[src/rtl/muldiv_seq.sv]
// Iterative MULT/MULTU/DIV/DIVU sequencer with HI/LO result registers.
// One shift-add or restoring-subtract step per cycle; busy stalls the X stage.
module muldiv_seq #(
   parameter int WIDTH = 32
) (
   input  logic             clk,
   input  logic             rst_n,
   input  logic             start,
   input  logic [1:0]       op,
   input  logic [WIDTH-1:0] rs,
   input  logic [WIDTH-1:0] rt,
   input  logic             kill,
   input  logic             hi_we,
   input  logic             lo_we,
   input  logic [WIDTH-1:0] wdata,
   output logic             busy,
   output logic             done,
   output logic             div_by_zero,
   output logic [WIDTH-1:0] hi,
   output logic [WIDTH-1:0] lo
);

   localparam int CW = (WIDTH > 1) ? $clog2(WIDTH) : 1;

   typedef enum logic [1:0] {S_IDLE = 2'd0, S_RUN = 2'd1, S_FIX = 2'd2} state_t;

   state_t             state_q, state_d;
   logic [CW-1:0]      cnt_q, cnt_d;
   logic               div_q, neg_q, rs_neg_q, dz_q;
   logic [WIDTH-1:0]   a_q, rs_raw_q;
   logic [2*WIDTH:0]   acc_q, acc_d;
   logic [WIDTH-1:0]   hi_q, hi_d, lo_q, lo_d;
   logic               done_q, done_d, dbz_q, dbz_d, busy_q;

   logic               accept_s, rs_sgn_s, rt_sgn_s;
   logic [WIDTH-1:0]   rs_mag_s, rt_mag_s;
   logic [WIDTH:0]     mul_sum_s, div_rem_s, div_diff_s;
   logic [2*WIDTH-1:0] prod_s;

   function automatic logic [WIDTH-1:0] mag(input logic [WIDTH-1:0] v, input logic neg);
      return neg ? (~v + {{(WIDTH-1){1'b0}}, 1'b1}) : v;
   endfunction

   assign accept_s = (state_q == S_IDLE) && start && !kill;
   assign rs_sgn_s = op[0] & rs[WIDTH-1];
   assign rt_sgn_s = op[0] & rt[WIDTH-1];
   assign rs_mag_s = mag(rs, rs_sgn_s);
   assign rt_mag_s = mag(rt, rt_sgn_s);

   // State register
   always_ff @(posedge clk or negedge rst_n) begin
      if (!rst_n) begin
         state_q <= S_IDLE;
         busy_q  <= 1'b0;
      end else begin
         state_q <= state_d;
         busy_q  <= (state_d != S_IDLE);
      end
   end

   // Next-state logic; kill returns to IDLE from any active state
   always_comb begin
      state_d = state_q;
      case (state_q)
         S_IDLE: begin
            if (accept_s) state_d = S_RUN;
            else          state_d = S_IDLE;
         end
         S_RUN: begin
            if (kill)                             state_d = S_IDLE;
            else if (cnt_q == CW'(WIDTH - 1))     state_d = S_FIX;
            else                                  state_d = S_RUN;
         end
         S_FIX:   state_d = S_IDLE;
         default: state_d = S_IDLE;
      endcase
   end

   // One iteration: multiply adds into the upper half then shifts right,
   // divide shifts left and keeps the trial difference when non-negative
   always_comb begin
      mul_sum_s  = acc_q[2*WIDTH:WIDTH] + {1'b0, (acc_q[0] ? a_q : {WIDTH{1'b0}})};
      div_rem_s  = acc_q[2*WIDTH-1:WIDTH-1];
      div_diff_s = div_rem_s - {1'b0, a_q};
      cnt_d      = cnt_q;
      acc_d      = acc_q;
      if (state_q == S_RUN) begin
         cnt_d = cnt_q + CW'(1);
         if (div_q) begin
            if (div_diff_s[WIDTH]) acc_d = {1'b0, div_rem_s[WIDTH-1:0], acc_q[WIDTH-2:0], 1'b0};
            else                   acc_d = {1'b0, div_diff_s[WIDTH-1:0], acc_q[WIDTH-2:0], 1'b1};
         end else begin
            acc_d = {1'b0, mul_sum_s, acc_q[WIDTH-1:1]};
         end
      end else if (accept_s) begin
         cnt_d = {CW{1'b0}};
         acc_d = {{(WIDTH+1){1'b0}}, (op[1] ? rs_mag_s : rt_mag_s)};
      end else begin
         cnt_d = cnt_q;
      end
   end

   // Datapath and operand latches
   always_ff @(posedge clk or negedge rst_n) begin
      if (!rst_n) begin
         cnt_q    <= {CW{1'b0}};
         acc_q    <= {(2*WIDTH+1){1'b0}};
         a_q      <= {WIDTH{1'b0}};
         rs_raw_q <= {WIDTH{1'b0}};
         div_q    <= 1'b0;
         neg_q    <= 1'b0;
         rs_neg_q <= 1'b0;
         dz_q     <= 1'b0;
      end else begin
         cnt_q <= cnt_d;
         acc_q <= acc_d;
         if (accept_s) begin
            a_q      <= op[1] ? rt_mag_s : rs_mag_s;
            rs_raw_q <= rs;
            div_q    <= op[1];
            neg_q    <= rs_sgn_s ^ rt_sgn_s;
            rs_neg_q <= rs_sgn_s;
            dz_q     <= (rt == {WIDTH{1'b0}});
         end
      end
   end

   // Result/output logic: FIX commits the result, IDLE accepts MTHI/MTLO
   always_comb begin
      prod_s = neg_q ? (~acc_q[2*WIDTH-1:0] + {{(2*WIDTH-1){1'b0}}, 1'b1}) : acc_q[2*WIDTH-1:0];
      hi_d   = hi_q;
      lo_d   = lo_q;
      done_d = 1'b0;
      dbz_d  = 1'b0;
      case (state_q)
         S_IDLE: begin
            if (!accept_s) begin
               if (hi_we) hi_d = wdata;
               else       hi_d = hi_q;
               if (lo_we) lo_d = wdata;
               else       lo_d = lo_q;
            end else begin
               hi_d = hi_q;
            end
         end
         S_FIX: begin
            if (kill) begin
               done_d = 1'b0;
            end else if (!div_q) begin
               done_d = 1'b1;
               hi_d   = prod_s[2*WIDTH-1:WIDTH];
               lo_d   = prod_s[WIDTH-1:0];
            end else if (dz_q) begin
               done_d = 1'b1;
               dbz_d  = 1'b1;
               hi_d   = rs_raw_q;
               lo_d   = {WIDTH{1'b1}};
            end else begin
               done_d = 1'b1;
               lo_d   = mag(acc_q[WIDTH-1:0], neg_q);
               hi_d   = mag(acc_q[2*WIDTH-1:WIDTH], rs_neg_q);
            end
         end
         default: begin
            hi_d = hi_q;
         end
      endcase
   end

   // Result registers and status flags
   always_ff @(posedge clk or negedge rst_n) begin
      if (!rst_n) begin
         hi_q   <= {WIDTH{1'b0}};
         lo_q   <= {WIDTH{1'b0}};
         done_q <= 1'b0;
         dbz_q  <= 1'b0;
      end else begin
         hi_q   <= hi_d;
         lo_q   <= lo_d;
         done_q <= done_d;
         dbz_q  <= dbz_d;
      end
   end

   assign busy        = busy_q;
   assign done        = done_q;
   assign div_by_zero = dbz_q;
   assign hi          = hi_q;
   assign lo          = lo_q;

endmodule

[config.mk]
export PLATFORM = sky130hd
export DESIGN_NAME = muldiv_seq
export DESIGN_NICKNAME = d
export VERILOG_FILES = /design/src/rtl/muldiv_seq.sv
export SDC_FILE = /design/constraint.sdc
export NUM_CORES = 1
export LEC_CHECK = 0
export BUFFER_PORTS_ARGS = -buffer_cell sky130_fd_sc_hd__buf_2
export CAP_MARGIN = 20
export CORE_UTILIZATION = 60
export DETAILED_ROUTE_END_ITERATION = 7
export PLACE_DENSITY_LB_ADDON = 0.15
export SLEW_MARGIN = 20
export SYNTH_ARGS = -nofsm -noshare
export SYNTH_HDL_FRONTEND = slang
export SYNTH_SLANG_ARGS = --single-unit
[constraint.sdc]
create_clock -name clk -period 7.23 [get_ports clk]
set_input_delay 0.723 -clock clk [delete_from_list [all_inputs] [get_ports clk]]
set_output_delay 0.723 -clock clk [all_outputs]
set_load 0.02 [all_outputs]
### Word level (Yosys, flattened, before mapping)

Index checks and enable logic that the tools add are counted.

| storage, ports and cells | value |
|---|---|
| bits in registers | 207 |
| bits of input ports | 104 |
| output and inout bits | 67 |
| word-level logic and storage cells | 83 |

| operators by class | value |
|---|---|
| add/sub/neg operators | 8 |
| eq/ne operators | 7 |
| multiplexer cells | 36 |
| bitwise gates (word level) | 8 |
| reductions and logical operators | 10 |

Operators with widths:

| kind | count |
|---|---|
| $mux 32 | 17 |
| $mux 64 | 3 |
| $mux 65 | 2 |
| $add 32x1->32 const B | 4 |
| $not 32->32 | 4 |
| $pmux 32 s2 | 2 |
| $add 64x1->64 const B | 1 |
| $not 64->64 | 1 |
| $add 33x32->33 | 1 |
| $sub 33x32->33 | 1 |
| $logic_not 32->1 | 1 |
| $mux 5 | 2 |
| $ne 2x2->1 const B | 4 |
| $reduce_and 4->1 | 2 |
| $mux 1 | 7 |
| $reduce_bool 2->1 | 3 |
| $add 5x1->5 const B | 1 |
| $eq 5x5->1 const B | 1 |
| $mux 2 | 2 |
| $pmux 2 s2 | 1 |
| $and 1x1->1 | 2 |
| $eq 2x1->1 const B | 1 |
| $eq 2x2->1 const B | 1 |
| $logic_and 1x1->1 | 2 |
| 3 further kinds | 3 |

### Longest topological paths before layout

Gate-level depths: netlist of run 1.

| logic depth | value |
|---|---|
| word-level depth | 7 |
| gate-level depth with buffers | 14 |
| depth with buffers taken out | 13 |

### Least setup slack after synthesis of run 1

OpenSTA, ideal clock, no wires.

| path | value |
|---|---|
| kind | register to register |
| from | register acc_q[0] |
| to | register acc_q[62] |
| setup time | 0.104 ns |
| data arrival time | 3.322 ns |
| required time | 7.126 ns |
| path slack | 3.805 ns |
| stages on the path, launching flop included | 14 |
| buffers on the path | 1 |
| period minus slack after synthesis | 3.425 ns |
| cells stage by stage | dfrtp_1 inv_1 clkbuf_1 nor2_1 ha_1 a21o_1 a211o_1 o21ai_0 a211oi_1 or3b_1 a2111oi_0 nor3_1 xnor2_1 a221oi_1 |

| on the way | value |
|---|---|
| word-level cells in the longest chain between the ends | 4 |

Ends and longest elaborated chain:

| item | line | source |
|---|---|---|
| start: declaration | 31 | `logic [2*WIDTH:0] acc_q, acc_d;` |
| start signal: assignment | 107 | `acc_q <= {(2*WIDTH+1){1'b0}};` |
| $mux 32 | 82 | `mul_sum_s = acc_q[2*WIDTH:WIDTH] + {1'b0, (acc_q[0] ? a_q : {WIDTH{1'b0}})};` |
| $add 33x32->33 | 82 |  |
| $mux 64 | 89 | `if (div_q) begin` |
| $mux 65 | 87 | `if (state_q == S_RUN) begin` |

Every way passes these cells.
A chain may end at the register's enable or synchronous reset.

### Worst setup path in the final report of run 1

| path | value |
|---|---|
| from | register acc_q[32] |
| to | register acc_q[32] |

| on the way | value |
|---|---|
| word-level cells in the longest chain between the ends | 4 |
| elaborated cells on any way between the ends | 5 |
| those cells by class | add/sub: 2; mux: 3 |

Ends and longest elaborated chain:

| item | line | source |
|---|---|---|
| $sub 33x32->33 | 84 | `div_diff_s = div_rem_s - {1'b0, a_q};` |
| $mux 64 | 90 | `if (div_diff_s[WIDTH]) acc_d = {1'b0, div_rem_s[WIDTH-1:0], acc_q[WIDTH-2:0], 1'b0};` |
| $mux 64 * | 89 |  |
| $mux 65 * | 87 |  |

Mark *: on every way between the ends. The rest lies on a longest branch, timed or not.

==> flow_summary.html, run 1 <==
<table>
<tr><th>Metric</th><th>Value</th></tr>
<tr><th colspan="2">Outcome</th></tr>
<tr><td>Status</td><td>completed</td></tr>
<tr><th colspan="2">Detailed routing</th></tr>
<tr><td>Detailed-router iteration count before antenna repair</td><td>6</td></tr>
<tr><td>Number of vias after detailed routing</td><td>17700</td></tr>
<tr><td>Drt first-iter violations</td><td>2379</td></tr>
<tr><td>Residual DRC</td><td>0</td></tr>
<tr><td>Via-to-Cell Ratio</td><td>6.66</td></tr>
<tr><td>WL/cell</td><td>23.5 um</td></tr>
<tr><td>Residual antenna-violating net count after detailed routing</td><td>0</td></tr>
<tr><td>Total wire length after detailed routing</td><td>62.6 mm</td></tr>
<tr><th colspan="2">Worst setup path</th></tr>
<tr><td>Setup slack of the most critical reg-to-reg path</td><td>3.12 ns</td></tr>
<tr><td>Worst EP arrival</td><td>4.56 ns</td></tr>
<tr><td>Crit-path most repeated cell</td><td>sky130_fd_sc_hd__a21oi_1</td></tr>
<tr><td>Startpoint of the worst-slack reg-to-reg timing path</td><td>acc_q[32]</td></tr>
<tr><td>Worst r2r dst</td><td>acc_q[32]</td></tr>
<tr><td>Register-to-Register Path Depth</td><td>12</td></tr>
<tr><td>Maximum fanout along the worst path</td><td>14</td></tr>
<tr><td>CP Cell Sequence</td><td>inv_1, fa_1, nand2b_1, a21oi_1, o22ai_1, o21a_1, o211ai_1, a21oi_1, xnor2_2, buf_4, mux2_2, o221ai_1</td></tr>
<tr><td>Crit path max-delay cell type</td><td>sky130_fd_sc_hd__xnor2_2</td></tr>
<tr><td>Required time of the critical path</td><td>7.68 ns</td></tr>
<tr><td>Delay of the slowest cell on the worst path</td><td>0.67 ns</td></tr>
<tr><td>Setup crit end kind</td><td>flip-flop</td></tr>
<tr><td>Critical path launch point type</td><td>flip-flop</td></tr>
<tr><td>Classification of the worst setup path</td><td>flip-flop to flip-flop</td></tr>
<tr><th colspan="2">Global route</th></tr>
<tr><td>Global route total overflow</td><td>0</td></tr>
<tr><td>Pin count of the biggest net entering global routing</td><td>89</td></tr>
<tr><td>First-pass GRT wire length</td><td>95.3 mm</td></tr>
<tr><td>Total global routing track utilization</td><td>43.0%</td></tr>
<tr><td>Highest-utilization routing layer at the global route stage</td><td>met2</td></tr>
<tr><td>Number of global-route vias before repair</td><td>15900</td></tr>
<tr><td>Met1 track demand over resource in global routing</td><td>60.6%</td></tr>
<tr><td>Grt met2 use</td><td>62.7%</td></tr>
<tr><td>Antenna violations before repair</td><td>2</td></tr>
<tr><td>Met3 usage in global routing</td><td>8.65%</td></tr>
<tr><th colspan="2">Final layout</th></tr>
<tr><td>Total Nets Final</td><td>2440</td></tr>
<tr><td>Post-route non-filler standard cell count</td><td>2661</td></tr>
<tr><td>Layout cells sized above 1</td><td>11.6%</td></tr>
<tr><td>Relative area change from synthesis to final layout</td><td>10.2%</td></tr>
<tr><th colspan="2">Logic synthesis</th></tr>
<tr><td>Count of distinct cell types in the synthesized netlist</td><td>74</td></tr>
<tr><td>Most used flip-flop cell after synthesis</td><td>sky130_fd_sc_hd__dfrtp_1</td></tr>
<tr><td>Syn Area/Cell</td><td>7.72 um^2</td></tr>
<tr><td>Flop and latch count out of synthesis</td><td>206</td></tr>
<tr><td>EDFF count, synth</td><td>0</td></tr>
<tr><td>Number of instances in the synthesized netlist</td><td>2211</td></tr>
<tr><td>Cell type with the largest total area after synthesis</td><td>sky130_fd_sc_hd__dfrtp_1</td></tr>
<tr><td>Sequential share of the synthesized area</td><td>30.2%</td></tr>
<tr><td>Yosys warnings</td><td>0</td></tr>
<tr><td>Proportion of netlist area held by the largest area contributor</td><td>30.2%</td></tr>
<tr><td>Post-synthesis async set-or-reset flop share</td><td>100%</td></tr>
<tr><td>Post-Synthesis Net Count</td><td>2387</td></tr>
<tr><td>Synth top area cells</td><td>sky130_fd_sc_hd__dfrtp_1 (30%), sky130_fd_sc_hd__nand2_1 (7.3%), sky130_fd_sc_hd__o21ai_0 (7.0%), sky130_fd_sc_hd__xnor2_1 (5.6%), sky130_fd_sc_hd__ha_1 (5.1%)</td></tr>
<tr><td>Cell area after technology mapping</td><td>17100 um^2</td></tr>
<tr><th colspan="2">Floorplanning</th></tr>
<tr><td>Die boundary height</td><td>171 um</td></tr>
<tr><td>Initial Util</td><td>61.3%</td></tr>
<tr><td>Placeable Area</td><td>27900 um^2</td></tr>
<tr><td>Boundary pin count</td><td>171</td></tr>
<tr><td>Width of the die</td><td>171 um</td></tr>
<tr><td>Die area</td><td>29100 um^2</td></tr>
<tr><td>Total number of placement rows</td><td>61</td></tr>
<tr><th colspan="2">Pwr</th></tr>
<tr><td>Pwr Density</td><td>372 nW/um^2</td></tr>
<tr><td>Peak ir drop on the vdd network</td><td>0.000256 V</td></tr>
<tr><td>Static Leak</td><td>0.00836 uW</td></tr>
<tr><td>Total power</td><td>7010 uW</td></tr>
<tr><th colspan="2">Placed design</th></tr>
<tr><td>Final HPWL DP</td><td>47.1 mm</td></tr>
<tr><td>Cell total after placement</td><td>2616</td></tr>
<tr><td>Placement Setup Slack</td><td>3.17 ns</td></tr>
<tr><td>Placer's final routability congestion estimate</td><td>1.01</td></tr>
<tr><td>Count of buffers from port buffering</td><td>170</td></tr>
<tr><th colspan="2">Timing</th></tr>
<tr><td>Fin. max-slew vios</td><td>0</td></tr>
<tr><td>Fin Setup TNS</td><td>0 ns</td></tr>
<tr><td>Skew final</td><td>0.0376 ns</td></tr>
<tr><td>Max Clock Freq</td><td>243 MHz</td></tr>
<tr><td>Unrepaired setup endpoints after global routing</td><td>false</td></tr>
<tr><td>Slew margin rel.</td><td>31.7%</td></tr>
<tr><td>Final min period</td><td>4.11 ns</td></tr>
<tr><td>Transition time at the pin with the least slew margin</td><td>1.02 ns</td></tr>
<tr><td>Number of endpoints failing setup at the final stage</td><td>0</td></tr>
<tr><td>Period Utilization, post-route</td><td>56.9%</td></tr>
<tr><td>Final Hold Vio Count</td><td>0</td></tr>
<tr><td>Worst Slack Setup Final</td><td>3.12 ns</td></tr>
<tr><th colspan="2">Clock network</th></tr>
<tr><td>CTS tree</td><td>built</td></tr>
<tr><td>Register clock-pin slew on the reported worst setup and hold paths</td><td>0.06 ns</td></tr>
<tr><td>Number of H-tree levels</td><td>1</td></tr>
<tr><td>Skew-Pair Late Insertion Delay</td><td>0.56 ns</td></tr>
<tr><td>CTS sink cnt</td><td>206</td></tr>
<tr><td>Maximum clock path buffer count</td><td>3</td></tr>
<tr><td>Buffer cell driving the clock tree root</td><td>sky130_fd_sc_hd__clkbuf_16</td></tr>
<tr><td>Post-CTS Setup Bufs</td><td>0</td></tr>
<tr><td>Number of resized instances in the post-cts repair step</td><td>0</td></tr>
<tr><td>Number of hold buffers added after cts</td><td>0</td></tr>
<tr><td>Number of CTS-inserted buffers</td><td>24</td></tr>
<tr><th colspan="2">Job</th></tr>
<tr><td>Maximum capacitance violations</td><td>0</td></tr>
<tr><th colspan="2">Hold path</th></tr>
<tr><td>Hold crit path type</td><td>primary input to asynchronous set/reset pin</td></tr>
</table>
synth_stat cells (15+ instances only):
library cell / n
sky130_fd_sc_hd__o31ai_1: 27
sky130_fd_sc_hd__o211ai_1: 28
sky130_fd_sc_hd__dfrtp_1: 206
sky130_fd_sc_hd__nand3_1: 37
sky130_fd_sc_hd__nand2b_1: 15
sky130_fd_sc_hd__o21ai_0: 239
sky130_fd_sc_hd__nand2_1: 330
sky130_fd_sc_hd__or3_1: 25
sky130_fd_sc_hd__o221ai_1: 19
sky130_fd_sc_hd__a31oi_1: 25
sky130_fd_sc_hd__a21oi_1: 152
sky130_fd_sc_hd__a22oi_1: 28
sky130_fd_sc_hd__and3_1: 19
sky130_fd_sc_hd__inv_1: 69
sky130_fd_sc_hd__clkbuf_1: 135
sky130_fd_sc_hd__ha_1: 70
sky130_fd_sc_hd__a211oi_1: 32
sky130_fd_sc_hd__nor2_1: 165
sky130_fd_sc_hd__xnor2_1: 110
sky130_fd_sc_hd__xor2_1: 92
sky130_fd_sc_hd__mux2i_1: 71
sky130_fd_sc_hd__o22ai_1: 40
sky130_fd_sc_hd__o41ai_1: 18
sky130_fd_sc_hd__nor3_1: 37
sky130_fd_sc_hd__nor4_1: 17
sky130_fd_sc_hd__a21o_1: 22
sky130_fd_sc_hd__buf_1: 17
sky130_fd_sc_hd__or4_1: 17
worst max-delay path: cells and delay by family (launching register included):
| family | cells | cell delay [ns] |
|---|---|---|
| compound gates | 6 | 1.28 |
| xor+xnor | 1 | 0.67 |
| fa+ha+maj | 1 | 0.45 |
| buf+inv | 2 | 0.58 |
| flops | 1 | 0.47 |
| mux | 1 | 0.37 |
| simple gates | 1 | 0.18 |
worst max-delay path by stage:
stage	from	to	slack (ns)	cells past startpoint
floorplan	acc_q[0]	acc_q[62]	3.80	13
global placement	acc_q[0]	acc_q[62]	3.26	13
detailed placement	acc_q[0]	acc_q[62]	3.17	13
CTS	acc_q[0]	acc_q[62]	3.16	13
global route	acc_q[0]	acc_q[62]	2.80	13
finish	acc_q[32]	acc_q[32]	3.12	12
kinds of logic after synthesis:
| group | after synthesis | share of synthesized area, % |
|---|---|---|
| and+or+nand+nor | 734 | 19.8 |
| AOI/OAI and AO/OA | 690 | 24.6 |
| buffers and inverters | 232 | 5.26 |
| DFF | 206 | 30.2 |
| xor gates and xnor gates | 202 | 10.4 |
| muxes | 75 | 4.43 |
| adders and majority gates | 72 | 5.37 |
state kept, by name (all words and copies together) (netlist names):
name         flops
rs_neg_q         1
busy             1
dz_q             1
neg_q            1
state_q          2
lo              32
a_q             32
div_by_zero      1
div_q            1
acc_q           64
cnt_q            5
done             1
hi              32
rs_raw_q        32
layout make-up:
cell class,count,area [um^2]
Clock inverter,13,181
Clock buffer,30,673
Fill cell,2481,9040
Sequential cell,206,5160
Multi-Input combinational cell,1773,11100
Timing Repair Buffer,189,1000
Inverter,70,263
Antenna cell,2,5.00
Tap cell,378,473
stage by stage:
stage | instance area [um^2] | hold WS, ns | utilization (%)
after floorplan | 17100 | 0.427 | -
after global placement | 18000 | 0.458 | 64.4
after detailed placement | 18000 | 0.461 | 64.4
after CTS | 18800 | 0.268 | 67.5
after global routing | 18800 | 0.294 | 67.5
final | 18800 | 0.225 | 67.5
metal layers:
| layer | share of wire [%] | up-vias |
|---|---|---|
| li1 | - | 8013 |
| met1 | 42 | 8443 |
| met2 | 42 | 1084 |
| met3 | 11 | 171 |
| met4 | 5.4 | 2 |
| met5 | 0.022 | - |
power breakdown:
group / internal [uW] / total, uW / switching, uW
Clock: 803 / 1340 / 540
Sequential: 1410 / 1940 / 529
Combinational: 1480 / 3720 / 2240
layout by cell type (no fill, tap or decap), types with 6 or more instances in the layout:
master	netlist	final
sky130_fd_sc_hd__or2_2	7	7
sky130_fd_sc_hd__a21o_1	22	22
sky130_fd_sc_hd__o31ai_1	27	27
sky130_fd_sc_hd__and2_1	12	12
sky130_fd_sc_hd__xnor2_1	110	109
sky130_fd_sc_hd__o22ai_1	40	40
sky130_fd_sc_hd__nand3_1	37	37
sky130_fd_sc_hd__inv_1	69	69
sky130_fd_sc_hd__a22oi_1	28	28
sky130_fd_sc_hd__mux2i_1	71	71
sky130_fd_sc_hd__a31oi_1	25	25
sky130_fd_sc_hd__clkbuf_16	0	24
sky130_fd_sc_hd__or4_1	17	17
sky130_fd_sc_hd__a21oi_1	152	152
sky130_fd_sc_hd__o41ai_1	18	18
sky130_fd_sc_hd__o221ai_1	19	19
sky130_fd_sc_hd__xor2_1	92	92
sky130_fd_sc_hd__o21bai_1	6	6
sky130_fd_sc_hd__dfrtp_1	206	204
sky130_fd_sc_hd__or3_1	25	24
sky130_fd_sc_hd__nand4_1	10	10
sky130_fd_sc_hd__o21ai_1	9	9
sky130_fd_sc_hd__buf_2	7	169
sky130_fd_sc_hd__ha_1	70	70
sky130_fd_sc_hd__and3_1	19	19
sky130_fd_sc_hd__clkbuf_8	0	6
sky130_fd_sc_hd__a211oi_1	32	32
sky130_fd_sc_hd__o21ai_0	239	239
sky130_fd_sc_hd__clkinv_2	0	6
sky130_fd_sc_hd__nor2_1	165	163
sky130_fd_sc_hd__nor2b_1	9	7
sky130_fd_sc_hd__o211ai_1	28	28
sky130_fd_sc_hd__a211o_1	7	7
sky130_fd_sc_hd__nand2b_1	15	14
sky130_fd_sc_hd__nand2_1	330	330
sky130_fd_sc_hd__buf_4	1	19
sky130_fd_sc_hd__nor3_1	37	36
sky130_fd_sc_hd__nor4_1	17	17
sky130_fd_sc_hd__a221oi_1	10	10
No activity file was read; power rests on OpenSTA's default activity.
==> inputs of run 2 (changes only) <==
clock period = 3.8 ns   (was 7.23 ns; I/O delays follow)
==> run 2 against run 1 <==
Net effect: maximum frequency up 12%; critical path depth up 1; setup slack worse by 3.0 ns.
==> flow_summary.html, run 2 (same netlist as run 1, synthesis figures left out) <==
<table>
<tr><th>Metric</th><th>Value</th></tr>
<tr><th colspan="2">Detailed routing</th></tr>
<tr><td>Detailed-router iteration count before antenna repair</td><td>6 (unchanged)</td></tr>
<tr><td>Drt first-iter violations</td><td>2264 (was 2379)</td></tr>
<tr><td>Residual antenna-violating net count after detailed routing</td><td>0 (unchanged)</td></tr>
<tr><td>Total wire length after detailed routing</td><td>61.7 mm (was 62.6 mm)</td></tr>
<tr><td>Residual DRC</td><td>0 (unchanged)</td></tr>
<tr><td>Number of vias after detailed routing</td><td>17700 (about the same)</td></tr>
<tr><td>Via-to-Cell Ratio</td><td>6.55 (was 6.66)</td></tr>
<tr><td>WL/cell</td><td>22.8 um (was 23.5 um)</td></tr>
<tr><th colspan="2">Final layout</th></tr>
<tr><td>Most common cell after layout, fill and taps aside</td><td>sky130_fd_sc_hd__nand2_1 (unchanged)</td></tr>
<tr><td>Total Nets Final</td><td>2481 (was 2440)</td></tr>
<tr><td>Layout cells sized above 1</td><td>13.2% (was 11.6%)</td></tr>
<tr><td>Register area</td><td>5160 um^2 (about the same)</td></tr>
<tr><td>Most flop-heavy register</td><td>acc_q (unchanged)</td></tr>
<tr><td>Max FFs per register</td><td>64 (unchanged)</td></tr>
<tr><td>Most used cells in the layout excluding fill and tap cells</td><td>sky130_fd_sc_hd__nand2_1 (329), sky130_fd_sc_hd__o21ai_0 (238), sky130_fd_sc_hd__dfrtp_1 (204), sky130_fd_sc_hd__buf_2 (169), sky130_fd_sc_hd__nor2_1 (163) (was sky130_fd_sc_hd__nand2_1 (330), sky130_fd_sc_hd__o21ai_0 (239), sky130_fd_sc_hd__dfrtp_1 (204), sky130_fd_sc_hd__buf_2 (169), sky130_fd_sc_hd__nor2_1 (163))</td></tr>
<tr><td>Filler cell count in the final layout</td><td>2426 (was 2481)</td></tr>
<tr><td>Relative area change from synthesis to final layout</td><td>12.7% (was 10.2%)</td></tr>
<tr><td>Post-route non-filler standard cell count</td><td>2704 (was 2661)</td></tr>
<tr><td>Area of the multi-input gates</td><td>11100 um^2 (about the same)</td></tr>
<tr><td>Area of all placed cells without fillers</td><td>19200 um^2 (was 18800 um^2)</td></tr>
<tr><th colspan="2">Job</th></tr>
<tr><td>Maximum capacitance violations</td><td>0 (unchanged)</td></tr>
<tr><th colspan="2">Clock network</th></tr>
<tr><td>Buffer cell driving the clock tree root</td><td>sky130_fd_sc_hd__clkbuf_16 (unchanged)</td></tr>
<tr><td>CTS sink cnt</td><td>206 (unchanged)</td></tr>
<tr><td>Skew-Pair Late Insertion Delay</td><td>0.55 ns (was 0.56 ns)</td></tr>
<tr><td>Register clock-pin slew on the reported worst setup and hold paths</td><td>0.06 ns (about the same)</td></tr>
<tr><td>Number of H-tree levels</td><td>1 (unchanged)</td></tr>
<tr><td>Maximum clock path buffer count</td><td>3 (unchanged)</td></tr>
<tr><td>CTS tree</td><td>built (unchanged)</td></tr>
<tr><td>Number of CTS-inserted buffers</td><td>26 (was 24)</td></tr>
<tr><th colspan="2">Placed design</th></tr>
<tr><td>Count of buffers from port buffering</td><td>170 (unchanged)</td></tr>
<tr><td>Placement Setup Slack</td><td>0.121 ns (was 3.17 ns)</td></tr>
<tr><td>Cell total after placement</td><td>2653 (was 2616)</td></tr>
<tr><td>Final HPWL DP</td><td>46.9 mm (was 47.1 mm)</td></tr>
<tr><td>Placer's final routability congestion estimate</td><td>1.03 (was 1.01)</td></tr>
<tr><td>Cell Area, Placed</td><td>18300 um^2 (was 18000 um^2)</td></tr>
<tr><th colspan="2">Floorplanning</th></tr>
<tr><td>Die boundary height</td><td>171 um (unchanged)</td></tr>
<tr><td>Width of the die</td><td>171 um (unchanged)</td></tr>
<tr><td>Initial Util</td><td>61.3% (unchanged)</td></tr>
<tr><td>Total number of placement rows</td><td>61 (unchanged)</td></tr>
<tr><td>Boundary pin count</td><td>171 (unchanged)</td></tr>
<tr><td>Die area</td><td>29100 um^2 (unchanged)</td></tr>
<tr><td>Placeable Area</td><td>27900 um^2 (unchanged)</td></tr>
<tr><th colspan="2">Global route</th></tr>
<tr><td>Pin count of the biggest net entering global routing</td><td>99 (was 89)</td></tr>
<tr><td>First-pass GRT wire length</td><td>93.1 mm (was 95.3 mm)</td></tr>
<tr><td>Number of global-route vias before repair</td><td>15900 (about the same)</td></tr>
<tr><td>Antenna violations before repair</td><td>3 (was 2)</td></tr>
<tr><td>Total global routing track utilization</td><td>42.1% (was 43.0%)</td></tr>
<tr><td>Global route total overflow</td><td>0 (unchanged)</td></tr>
<tr><th colspan="2">Pwr</th></tr>
<tr><td>Peak ir drop on the vdd network</td><td>0.000584 V (was 0.000256 V)</td></tr>
<tr><td>Pwr Density</td><td>713 nW/um^2 (was 372 nW/um^2)</td></tr>
<tr><td>Static Leak</td><td>0.00861 uW (was 0.00836 uW)</td></tr>
<tr><td>Total power</td><td>13700 uW (was 7010 uW)</td></tr>
<tr><th colspan="2">Worst setup path</th></tr>
<tr><td>Delay of the slowest cell on the worst path</td><td>0.47 ns (was 0.67 ns)</td></tr>
<tr><td>Setup slack of the most critical reg-to-reg path</td><td>0.14 ns (was 3.12 ns)</td></tr>
<tr><td>Cell family with the largest share of critical-path delay</td><td>compound AO/OA/AOI/OAI gates (unchanged)</td></tr>
<tr><td>Required time of the critical path</td><td>4.25 ns (was 7.68 ns)</td></tr>
<tr><td>Maximum fanout along the worst path</td><td>27 (was 14)</td></tr>
<tr><td>CP Cell Sequence</td><td>inv_1, buf_12, nor2_1, ha_1, a21oi_1, o21ai_0, and4_1, a21oi_1, or3b_1, a2111oi_1, nor3_1, xnor2_1, a221oi_1 (was inv_1, fa_1, nand2b_1, a21oi_1, o22ai_1, o21a_1, o211ai_1, a21oi_1, xnor2_2, buf_4, mux2_2, o221ai_1)</td></tr>
<tr><td>Worst EP arrival</td><td>4.11 ns (was 4.56 ns)</td></tr>
<tr><td>Setup crit end kind</td><td>flip-flop (unchanged)</td></tr>
<tr><td>Crit-path most repeated cell</td><td>sky130_fd_sc_hd__a21oi_1 (unchanged)</td></tr>
<tr><td>Critical path launch point type</td><td>flip-flop (unchanged)</td></tr>
<tr><td>Classification of the worst setup path</td><td>flip-flop to flip-flop (unchanged)</td></tr>
<tr><td>Crit path max-delay cell type</td><td>sky130_fd_sc_hd__or3b_1 (was sky130_fd_sc_hd__xnor2_2)</td></tr>
<tr><td>Worst path buffer plus inverter count</td><td>2 (unchanged)</td></tr>
<tr><th colspan="2">Timing</th></tr>
<tr><td>Final Hold Vio Count</td><td>0 (unchanged)</td></tr>
<tr><td>Fin Hold WS</td><td>0.0811 ns (was 0.225 ns)</td></tr>
<tr><td>Number of endpoints failing setup at the final stage</td><td>0 (unchanged)</td></tr>
<tr><td>Slew margin rel.</td><td>31.9% (was 31.7%)</td></tr>
<tr><td>Final min period</td><td>3.66 ns (was 4.11 ns)</td></tr>
<tr><td>Skew final</td><td>0.0166 ns (was 0.0376 ns)</td></tr>
<tr><td>Period Utilization, post-route</td><td>96.3% (was 56.9%)</td></tr>
<tr><td>Fin. max-slew vios</td><td>0 (unchanged)</td></tr>
<tr><td>Max Clock Freq</td><td>273 MHz (was 243 MHz)</td></tr>
<tr><td>Worst Slack Setup Final</td><td>0.141 ns (was 3.12 ns)</td></tr>
<tr><td>Unrepaired setup endpoints after global routing</td><td>true (was false)</td></tr>
<tr><td>Transition time at the pin with the least slew margin</td><td>1.02 ns (about the same)</td></tr>
<tr><th colspan="2">Outcome</th></tr>
<tr><td>Status</td><td>completed (unchanged)</td></tr>
<tr><th colspan="2">Hold path</th></tr>
<tr><td>Hold crit path type</td><td>primary input to flip-flop (was primary input to asynchronous set/reset pin)</td></tr>
</table>
-- run 2: cell types whose count changed in the layout (fill, tap and decap cells not counted), moves of 2 or more --
| cell | previous run | this run |
|---|---|---|
| sky130_fd_sc_hd__clkbuf_16 | 24 | 26 |
| sky130_fd_sc_hd__buf_12 | 0 | 5 |
| sky130_fd_sc_hd__clkbuf_1 | 1 | 3 |
| sky130_fd_sc_hd__clkbuf_8 | 6 | 8 |
| sky130_fd_sc_hd__buf_4 | 19 | 52 |
-- run 2: power by group --
part | switching [uW] | internal (uW) | leakage [uW]
clock network | 1030 | 1590 | 0.000448
logic | 4560 | 3070 | 0.00563
registers | 772 | 2690 | 0.00254
-- run 2: per-layer routing --
metal | share of wire (%) | track usage [%] | up-vias
met4 | 5.2 | 19.7 | 4
met5 | 0.053 | 0 | -
met2 | 43 | 62.4 | 988
met3 | 9.9 | 7.68 | 160
li1 | - | - | 8102
met1 | 42 | 59.1 | 8448
-- run 2: layout make-up --
type | instances | area share [%]
timing repair buffer | 228 | 7.07
sequential | 206 | 26.8
tap | 378 | 2.46
multi-input combinational | 1773 | 57.5
antenna | 2 | 0.0260
clock inverter | 11 | 0.768
clock buffer | 36 | 3.94
inverter | 70 | 1.37
-- run 2: through the flow --
step	setup TNS, ns	util, %
finish	0	69.0
global route	-0.0792	69.0
CTS	0	69.0
detailed placement	0	65.7
global placement	0	65.7
floorplan	0	-
-- run 2: path summary, 6_finish.rpt --
path | start | cells after the start | endpoint
setup / recovery | acc_q[0] | 13 | acc_q[62]
hold / removal | rs[15] | 3 | rs_raw_q[15]
setup reg to reg | acc_q[0] | 13 | acc_q[62]
hold reg to reg | lo[3] | 2 | lo[3]
max in group asynchronous | rst_n | 3 | acc_q[42]
min in group asynchronous | rst_n | 2 | lo[3]
-- run 2: worst reg2reg max path, cell delays in order (launching register included) --
cell and delay, ns:
sky130_fd_sc_hd__dfrtp_1 0.40, sky130_fd_sc_hd__inv_1 0.23, sky130_fd_sc_hd__buf_12 0.23, sky130_fd_sc_hd__nor2_1 0.08, sky130_fd_sc_hd__ha_1 0.26, sky130_fd_sc_hd__a21oi_1 0.24
sky130_fd_sc_hd__o21ai_0 0.21, sky130_fd_sc_hd__and4_1 0.26, sky130_fd_sc_hd__a21oi_1 0.18, sky130_fd_sc_hd__or3b_1 0.47, sky130_fd_sc_hd__a2111oi_1 0.47, sky130_fd_sc_hd__nor3_1 0.14
sky130_fd_sc_hd__xnor2_1 0.15, sky130_fd_sc_hd__a221oi_1 0.26
-- run 2: timing repair --
action / 4_1_cts / 5_1_grt
endpoints found under the hold margin: 73 / 0
hold buffers: 1 / 0
buffers inserted: 0 / 1
setup endpoints to repair: 0 / 21
resized for setup: 0 / 3
